File: src/rtl/alu_arbiter_if.sv
// Bundles the two request ports, the ALU-facing operand/result wires and the shared response port.
// Handshake rule: a transfer occurs on a rising clk edge where valid and ready are both 1; payload stays stable while valid=1 and ready=0.
interface alu_arbiter_if #(
  parameter int WIDTH = 32,
  parameter int OPW   = 6
);
  logic             req0_valid;
  logic             req0_ready;
  logic [WIDTH-1:0] req0_op1;
  logic [WIDTH-1:0] req0_op2;
  logic [OPW-1:0]   req0_opcode;

  logic             req1_valid;
  logic             req1_ready;
  logic [WIDTH-1:0] req1_op1;
  logic [WIDTH-1:0] req1_op2;
  logic [OPW-1:0]   req1_opcode;

  logic [WIDTH-1:0] alu_operand1;
  logic [WIDTH-1:0] alu_operand2;
  logic [OPW-1:0]   alu_opCode;
  logic [WIDTH-1:0] alu_result;

  logic             rsp_valid;
  logic             rsp_ready;
  logic             rsp_id;
  logic [WIDTH-1:0] rsp_result;
  logic             rsp_illegal;

  logic [1:0]       dbg_state;

  modport slave (
    input  req0_valid, req0_op1, req0_op2, req0_opcode,
    output req0_ready,
    input  req1_valid, req1_op1, req1_op2, req1_opcode,
    output req1_ready,
    output alu_operand1, alu_operand2, alu_opCode,
    input  alu_result,
    output rsp_valid, rsp_id, rsp_result, rsp_illegal,
    input  rsp_ready,
    output dbg_state
  );

  modport master (
    output req0_valid, req0_op1, req0_op2, req0_opcode,
    input  req0_ready,
    output req1_valid, req1_op1, req1_op2, req1_opcode,
    input  req1_ready,
    input  alu_operand1, alu_operand2, alu_opCode,
    output alu_result,
    input  rsp_valid, rsp_id, rsp_result, rsp_illegal,
    output rsp_ready,
    input  dbg_state
  );
endinterface

File: src/rtl/alu_arbiter.sv
// Round-robin arbiter sharing one combinational ALU between two requesters.
// Operands are registered toward the ALU, and the result is registered back onto a valid/ready response port.
module alu_arbiter #(
  parameter int WIDTH  = 32,
  parameter int OPW    = 6,
  parameter int MAX_OP = 4
) (
  input logic          clk,
  input logic          rst_n,
  alu_arbiter_if.slave bus
);

  typedef enum logic [1:0] {
    IDLE = 2'd0,
    EXEC = 2'd1,
    RESP = 2'd2
  } state_t;

  state_t           state_q, state_d;
  logic             last_grant;
  logic             id_q;
  logic             illegal_q;
  logic [WIDTH-1:0] operand1_q;
  logic [WIDTH-1:0] operand2_q;
  logic [OPW-1:0]   opcode_q;
  logic             rsp_valid_q;
  logic             rsp_id_q;
  logic [WIDTH-1:0] rsp_result_q;
  logic             rsp_illegal_q;
  logic             sel0, sel1;
  logic             take0, take1;

  // On a tie the requester that did not win last time is chosen.
  always_comb begin
    sel0 = 1'b0;
    sel1 = 1'b0;
    if (bus.req0_valid && bus.req1_valid) begin
      sel0 = last_grant;
      sel1 = !last_grant;
    end else begin
      sel0 = bus.req0_valid;
      sel1 = bus.req1_valid;
    end
  end

  // Gated by rst_n so no ready is visible while reset is held.
  assign bus.req0_ready = rst_n && (state_q == IDLE) && sel0;
  assign bus.req1_ready = rst_n && (state_q == IDLE) && sel1;
  assign take0 = bus.req0_valid && bus.req0_ready;
  assign take1 = bus.req1_valid && bus.req1_ready;

  always_comb begin
    state_d = state_q;
    case (state_q)
      IDLE:    if (take0 || take1) state_d = EXEC;
      EXEC:    state_d = RESP;
      RESP:    if (bus.rsp_ready) state_d = IDLE;
      default: state_d = IDLE;
    endcase
  end

  always_ff @(posedge clk or negedge rst_n) begin
    if (!rst_n) state_q <= IDLE;
    else        state_q <= state_d;
  end

  always_ff @(posedge clk or negedge rst_n) begin
    if (!rst_n) begin
      last_grant    <= 1'b1;
      id_q          <= 1'b0;
      illegal_q     <= 1'b0;
      operand1_q    <= '0;
      operand2_q    <= '0;
      opcode_q      <= '0;
      rsp_valid_q   <= 1'b0;
      rsp_id_q      <= 1'b0;
      rsp_result_q  <= '0;
      rsp_illegal_q <= 1'b0;
    end else begin
      if (take0) begin
        operand1_q <= bus.req0_op1;
        operand2_q <= bus.req0_op2;
        opcode_q   <= bus.req0_opcode;
        id_q       <= 1'b0;
        last_grant <= 1'b0;
        illegal_q  <= (bus.req0_opcode > OPW'(MAX_OP));
      end else if (take1) begin
        operand1_q <= bus.req1_op1;
        operand2_q <= bus.req1_op2;
        opcode_q   <= bus.req1_opcode;
        id_q       <= 1'b1;
        last_grant <= 1'b1;
        illegal_q  <= (bus.req1_opcode > OPW'(MAX_OP));
      end

      // The ALU output is captured during EXEC, when its inputs have had a full cycle to settle.
      if (state_q == EXEC) begin
        rsp_result_q  <= bus.alu_result;
        rsp_id_q      <= id_q;
        rsp_illegal_q <= illegal_q;
        rsp_valid_q   <= 1'b1;
      end else if (state_q == RESP && bus.rsp_ready) begin
        rsp_valid_q   <= 1'b0;
      end
    end
  end

  assign bus.alu_operand1 = operand1_q;
  assign bus.alu_operand2 = operand2_q;
  assign bus.alu_opCode   = opcode_q;
  assign bus.rsp_valid    = rsp_valid_q;
  assign bus.rsp_id       = rsp_id_q;
  assign bus.rsp_result   = rsp_result_q;
  assign bus.rsp_illegal  = rsp_illegal_q;
  assign bus.dbg_state    = state_q;

endmodule

File: src/flat_wrapper.sv
// flat-port wrapper written by rule: the top's interface ports become plain ports
module alu_arbiter_flat 
#(
  parameter int WIDTH  = 32,
  parameter int OPW    = 6,
  parameter int MAX_OP = 4
)
  (clk, rst_n, bus_req0_valid, bus_req0_op1, bus_req0_op2, bus_req0_opcode, bus_req0_ready, bus_req1_valid, bus_req1_op1, bus_req1_op2, bus_req1_opcode, bus_req1_ready, bus_alu_operand1, bus_alu_operand2, bus_alu_opCode, bus_alu_result, bus_rsp_valid, bus_rsp_id, bus_rsp_result, bus_rsp_illegal, bus_rsp_ready, bus_dbg_state);
  alu_arbiter_if #(.WIDTH(WIDTH), .OPW(OPW)) bus_i ();
  input logic clk;
  input logic rst_n;
  input wire logic [$bits(bus_i.req0_valid)-1:0] bus_req0_valid;
  input wire logic [$bits(bus_i.req0_op1)-1:0] bus_req0_op1;
  input wire logic [$bits(bus_i.req0_op2)-1:0] bus_req0_op2;
  input wire logic [$bits(bus_i.req0_opcode)-1:0] bus_req0_opcode;
  output wire logic [$bits(bus_i.req0_ready)-1:0] bus_req0_ready;
  input wire logic [$bits(bus_i.req1_valid)-1:0] bus_req1_valid;
  input wire logic [$bits(bus_i.req1_op1)-1:0] bus_req1_op1;
  input wire logic [$bits(bus_i.req1_op2)-1:0] bus_req1_op2;
  input wire logic [$bits(bus_i.req1_opcode)-1:0] bus_req1_opcode;
  output wire logic [$bits(bus_i.req1_ready)-1:0] bus_req1_ready;
  output wire logic [$bits(bus_i.alu_operand1)-1:0] bus_alu_operand1;
  output wire logic [$bits(bus_i.alu_operand2)-1:0] bus_alu_operand2;
  output wire logic [$bits(bus_i.alu_opCode)-1:0] bus_alu_opCode;
  input wire logic [$bits(bus_i.alu_result)-1:0] bus_alu_result;
  output wire logic [$bits(bus_i.rsp_valid)-1:0] bus_rsp_valid;
  output wire logic [$bits(bus_i.rsp_id)-1:0] bus_rsp_id;
  output wire logic [$bits(bus_i.rsp_result)-1:0] bus_rsp_result;
  output wire logic [$bits(bus_i.rsp_illegal)-1:0] bus_rsp_illegal;
  input wire logic [$bits(bus_i.rsp_ready)-1:0] bus_rsp_ready;
  output wire logic [$bits(bus_i.dbg_state)-1:0] bus_dbg_state;
  assign bus_i.req0_valid = bus_req0_valid;
  assign bus_i.req0_op1 = bus_req0_op1;
  assign bus_i.req0_op2 = bus_req0_op2;
  assign bus_i.req0_opcode = bus_req0_opcode;
  assign bus_req0_ready = bus_i.req0_ready;
  assign bus_i.req1_valid = bus_req1_valid;
  assign bus_i.req1_op1 = bus_req1_op1;
  assign bus_i.req1_op2 = bus_req1_op2;
  assign bus_i.req1_opcode = bus_req1_opcode;
  assign bus_req1_ready = bus_i.req1_ready;
  assign bus_alu_operand1 = bus_i.alu_operand1;
  assign bus_alu_operand2 = bus_i.alu_operand2;
  assign bus_alu_opCode = bus_i.alu_opCode;
  assign bus_i.alu_result = bus_alu_result;
  assign bus_rsp_valid = bus_i.rsp_valid;
  assign bus_rsp_id = bus_i.rsp_id;
  assign bus_rsp_result = bus_i.rsp_result;
  assign bus_rsp_illegal = bus_i.rsp_illegal;
  assign bus_i.rsp_ready = bus_rsp_ready;
  assign bus_dbg_state = bus_i.dbg_state;
  alu_arbiter #(.WIDTH(WIDTH), .OPW(OPW), .MAX_OP(MAX_OP)) u_core (.clk(clk), .rst_n(rst_n), .bus(bus_i));
endmodule
File: config.mk
export PLATFORM = sky130hd
export DESIGN_NAME = alu_arbiter_flat
export DESIGN_NICKNAME = d
export VERILOG_FILES = /design/src/rtl/alu_arbiter_if.sv /design/src/rtl/alu_arbiter.sv /design/src/flat_wrapper.sv
export SDC_FILE = /design/constraint.sdc
export NUM_CORES = 1
export LEC_CHECK = 0
export ABC_AREA = 0
export CAP_MARGIN = 40
export CORE_UTILIZATION = 38
export DETAILED_ROUTE_END_ITERATION = 10
export PLACE_DENSITY = 0.85
export RECOVER_POWER = 25
export SYNTH_ARGS = -nofsm -noshare
export SYNTH_HDL_FRONTEND = slang
export SYNTH_SLANG_ARGS = --single-unit
File: constraint.sdc
create_clock -name clk -period 2 [get_ports clk]
set_input_delay 0.3 -clock clk [delete_from_list [all_inputs] [get_ports clk]]
set_output_delay 0.3 -clock clk [all_outputs]
set_load 0.02 [all_outputs]
==> metrics.txt <==
status finished, final reports clean; worst hold path type in2async; Synth Instances approximately 350; most common cell in the netlist dfrtp_1; top cells by area, synth dfrtp_1 57%, a221o_1 15%, a21boi_0 11%, mux2_2 8.0%, buf_6 1.7%; Synth area leader dfrtp_1; Vias 4275; reg-to-reg startpoint u_core.bus.dbg_state[0]; Final nets around 800; drt first-iter violations about 270; clock slew at reported path FFs roughly 0.07 ns; DR pass1 iterations 4; Pins Over Slew Limit 0; CP Capture Type output pin; synth warn 0; core area 0.0121 sq mm; Pleak 0.00325 uW; fmax between 500 and 600 MHz; Simple-Gate Fraction of Synth Area under 10%; Setup WS post-layout between 0.1 and 0.15 ns; max_slew headroom around 45%; ys async rst share 100%; routed len/inst about 20 um; io pins about 290; number of synthesized flops with an enable pin 0; Finished Layout Cells 794; R2R Path End u_core.bus.alu_operand1[11]; post-synthesis mux area share around 8%; adder-cell share of the synthesized area 0%; total CTS buffers 9; initial antenna violation count 0; largest family of logic cells by synthesized area compound AO/OA/AOI/OAI gates; vias in the first global route ~4600; GPL Wtd Cong approximately 0.76; RSZ-0062 raised after global routing false; worst-case clock buffer depth 2; Antenna diodes 0; slowest CP cell clkdlybuf4s50_1; max cap viols 0; Post-Place Cells 779; DIE WIDTH about 110 um; Cell Chain, Critical Path clkbuf_1 -> clkdlybuf4s50_1; xor/xnor share of the synthesized area 0%; r2r setup slk around 0.13 ns; Tightest Pin Transition about 0.8 ns; share of layout cells above drive strength 1 a little under an eighth; post-cts resize count 2; synth unique cells 29; Via-to-Cell Ratio around 5.4; synthesized flop and latch total between 100 and 150; I/O Buffers between 200 and 300; Reg2Reg Depth 4; Syn Nets 523; Worst Setup EP bus_dbg_state[0]; Post-CTS Repair Setup Buffers 0; dominant synthesized flop cell dfrtp_1; Compound-Gate Fraction of Synth Area 27.0%; CP peak stage delay 0.65 ns; total die area approximately 0.013 sq mm; clock latency on the worst-skew pair about 0.34 ns; clk_skew 0.00972 ns; syn_area_per_cell approximately 14 sq um; largest net degree at the start of global routing 71; hold buffer count at cts 0; Setup TNS 0 ns; Initial Util 39.3%; row count 40; CTS sink cnt 110; Commonest cells post-synth 109 x dfrtp_1, 70 x a21boi_0, 70 x a221o_1; fill count between 900 and 1000; worst vdd ir 0.000779 V; overall global routing resource usage between 20% and 30%; CP Launch Type register; CTS root buf clkbuf_16; setup violators final 0; Synth top area share between 50% and 60%; sequential share of the synthesized area 57.8%; Critical Path RT approximately 1.7 ns; P&R area growth vs syn 68.2%; post-DP HPWL approximately 12000 um; TritonCTS clock tree done; GR Overflow Total 0; Residual DRC 0; Worst Path Max Fanout 4; Worst Hold Slack approximately 0.2 ns; final worst path period share 94.8%; WP data arrival between 1.5 and 2 ns; dpl ws -0.233 ns; Mapped Area ~0.0048 sq mm; critical path type reg2out; Fin. Hold Viols 0; H-tree levels 3; ANT nets after route 0; Power per Cell Area between 1000 and 1500 mW/mm^2; first-pass GRT wire length around 24000 um; fin crit period roughly 1.9 ns; Worst setup startpoint u_core.bus.dbg_state[0]; Total Wirelength between 15000 and 20000 um; Die Ht approximately 110 um
==> layout by cell type (no fill, tap or decap), types with 3 or more instances in the layout <==
master | netlist | layout
buf_4 | 7 | 11
a21oi_1 | 5 | 5
clkdlybuf4s50_1 | 0 | 282
mux2_2 | 34 | 34
clkbuf_16 | 0 | 9
dfrtp_1 | 109 | 109
a21boi_0 | 70 | 70
clkinv_2 | 0 | 3
a221o_1 | 70 | 70
==> area by class of cell <==
type                            count  area (sq um)  area share (%)
Inverter                            1          3.75          0.0468
Tap cell                          168           210            2.62
Clock inverter                      6          62.6           0.781
Multi-Input combinational cell    199          1780            22.2
Clock buffer                        9           225            2.81
Timing Repair Buffer              301          2980            37.2
Sequential cell                   110          2750            34.4
==> worst max-delay path, delay by kind of cell (launching register included) <==
kind,cells,cell delay (ns)
flip-flops,1,0.41
buffers and inverters,2,0.84
==> report_power, final <==
group	internal [uW]	leakage, uW	switching (uW)	total, uW
sequential	3290	0.00134	597	3890
combinational	3140	0.00177	2700	5850
clock	965	0.000145	803	1770
==> metrics by stage <==
step                      area [sq um]  utilization, %  total power [uW]
after floorplan                   4760               -              6770
after global placement            7750            64.0              9600
after detailed placement          7750            64.0              9800
after CTS                         8030            66.3             11600
after global routing              8010            66.2             12100
final                             8010            66.2             11500
==> state kept, by name, summed over array words and instances, names as in the netlist <==
| register | count |
|---|---|
| u_core.bus.alu_operand2 | 32 |
| u_core.id_q | 1 |
| u_core.bus.dbg_state | 2 |
| u_core.last_grant | 1 |
| u_core.bus.rsp_valid | 1 |
| u_core.bus.alu_operand1 | 32 |
| u_core.illegal_q | 1 |
| u_core.bus.rsp_illegal | 1 |
| u_core.bus.rsp_id | 1 |
| u_core.bus.alu_opCode | 6 |
| u_core.bus.rsp_result | 32 |
==> how the worst min path moves through the flow <==
stage                               from                           to  slack, ns  cells after the start
2_1_floorplan                      rst_n     u_core.bus.alu_opCode[0]      0.004                      0
3_3_place_gp                 u_core.id_q                  u_core.id_q       0.48                      2
3_5_place_dp   u_core.bus.rsp_result[21]    u_core.bus.rsp_result[21]       0.49                      1
4_1_cts                            rst_n  u_core.bus.alu_operand2[23]       0.18                      2
5_1_grt                            rst_n  u_core.bus.alu_operand2[12]       0.29                      2
6_report                           rst_n  u_core.bus.alu_operand2[23]       0.20                      2
==> kinds of logic (layout without fill, tap and decap cells) <==
| logic type | Yosys count | after routing |
|---|---|---|
| AO/OA/AOI/OAI | 150 | 150 |
| multiplexers | 34 | 34 |
| flip-flops | 110 | 110 |
| AND/OR/NAND/NOR | 15 | 15 |
| buffers and inverters | 37 | 317 |
==> per-layer routing <==
metal | vias to the layer above | GRT usage (%) | wire length [um]
met5 | - | 0 | 0
met4 | 0 | 10.3 | 452
met3 | 36 | 7.33 | 1390
met2 | 241 | 43.2 | 8060
met1 | 2087 | 26.2 | 5850
li1 | 1911 | - | -
No activity file was read; power rests on OpenSTA's default activity.
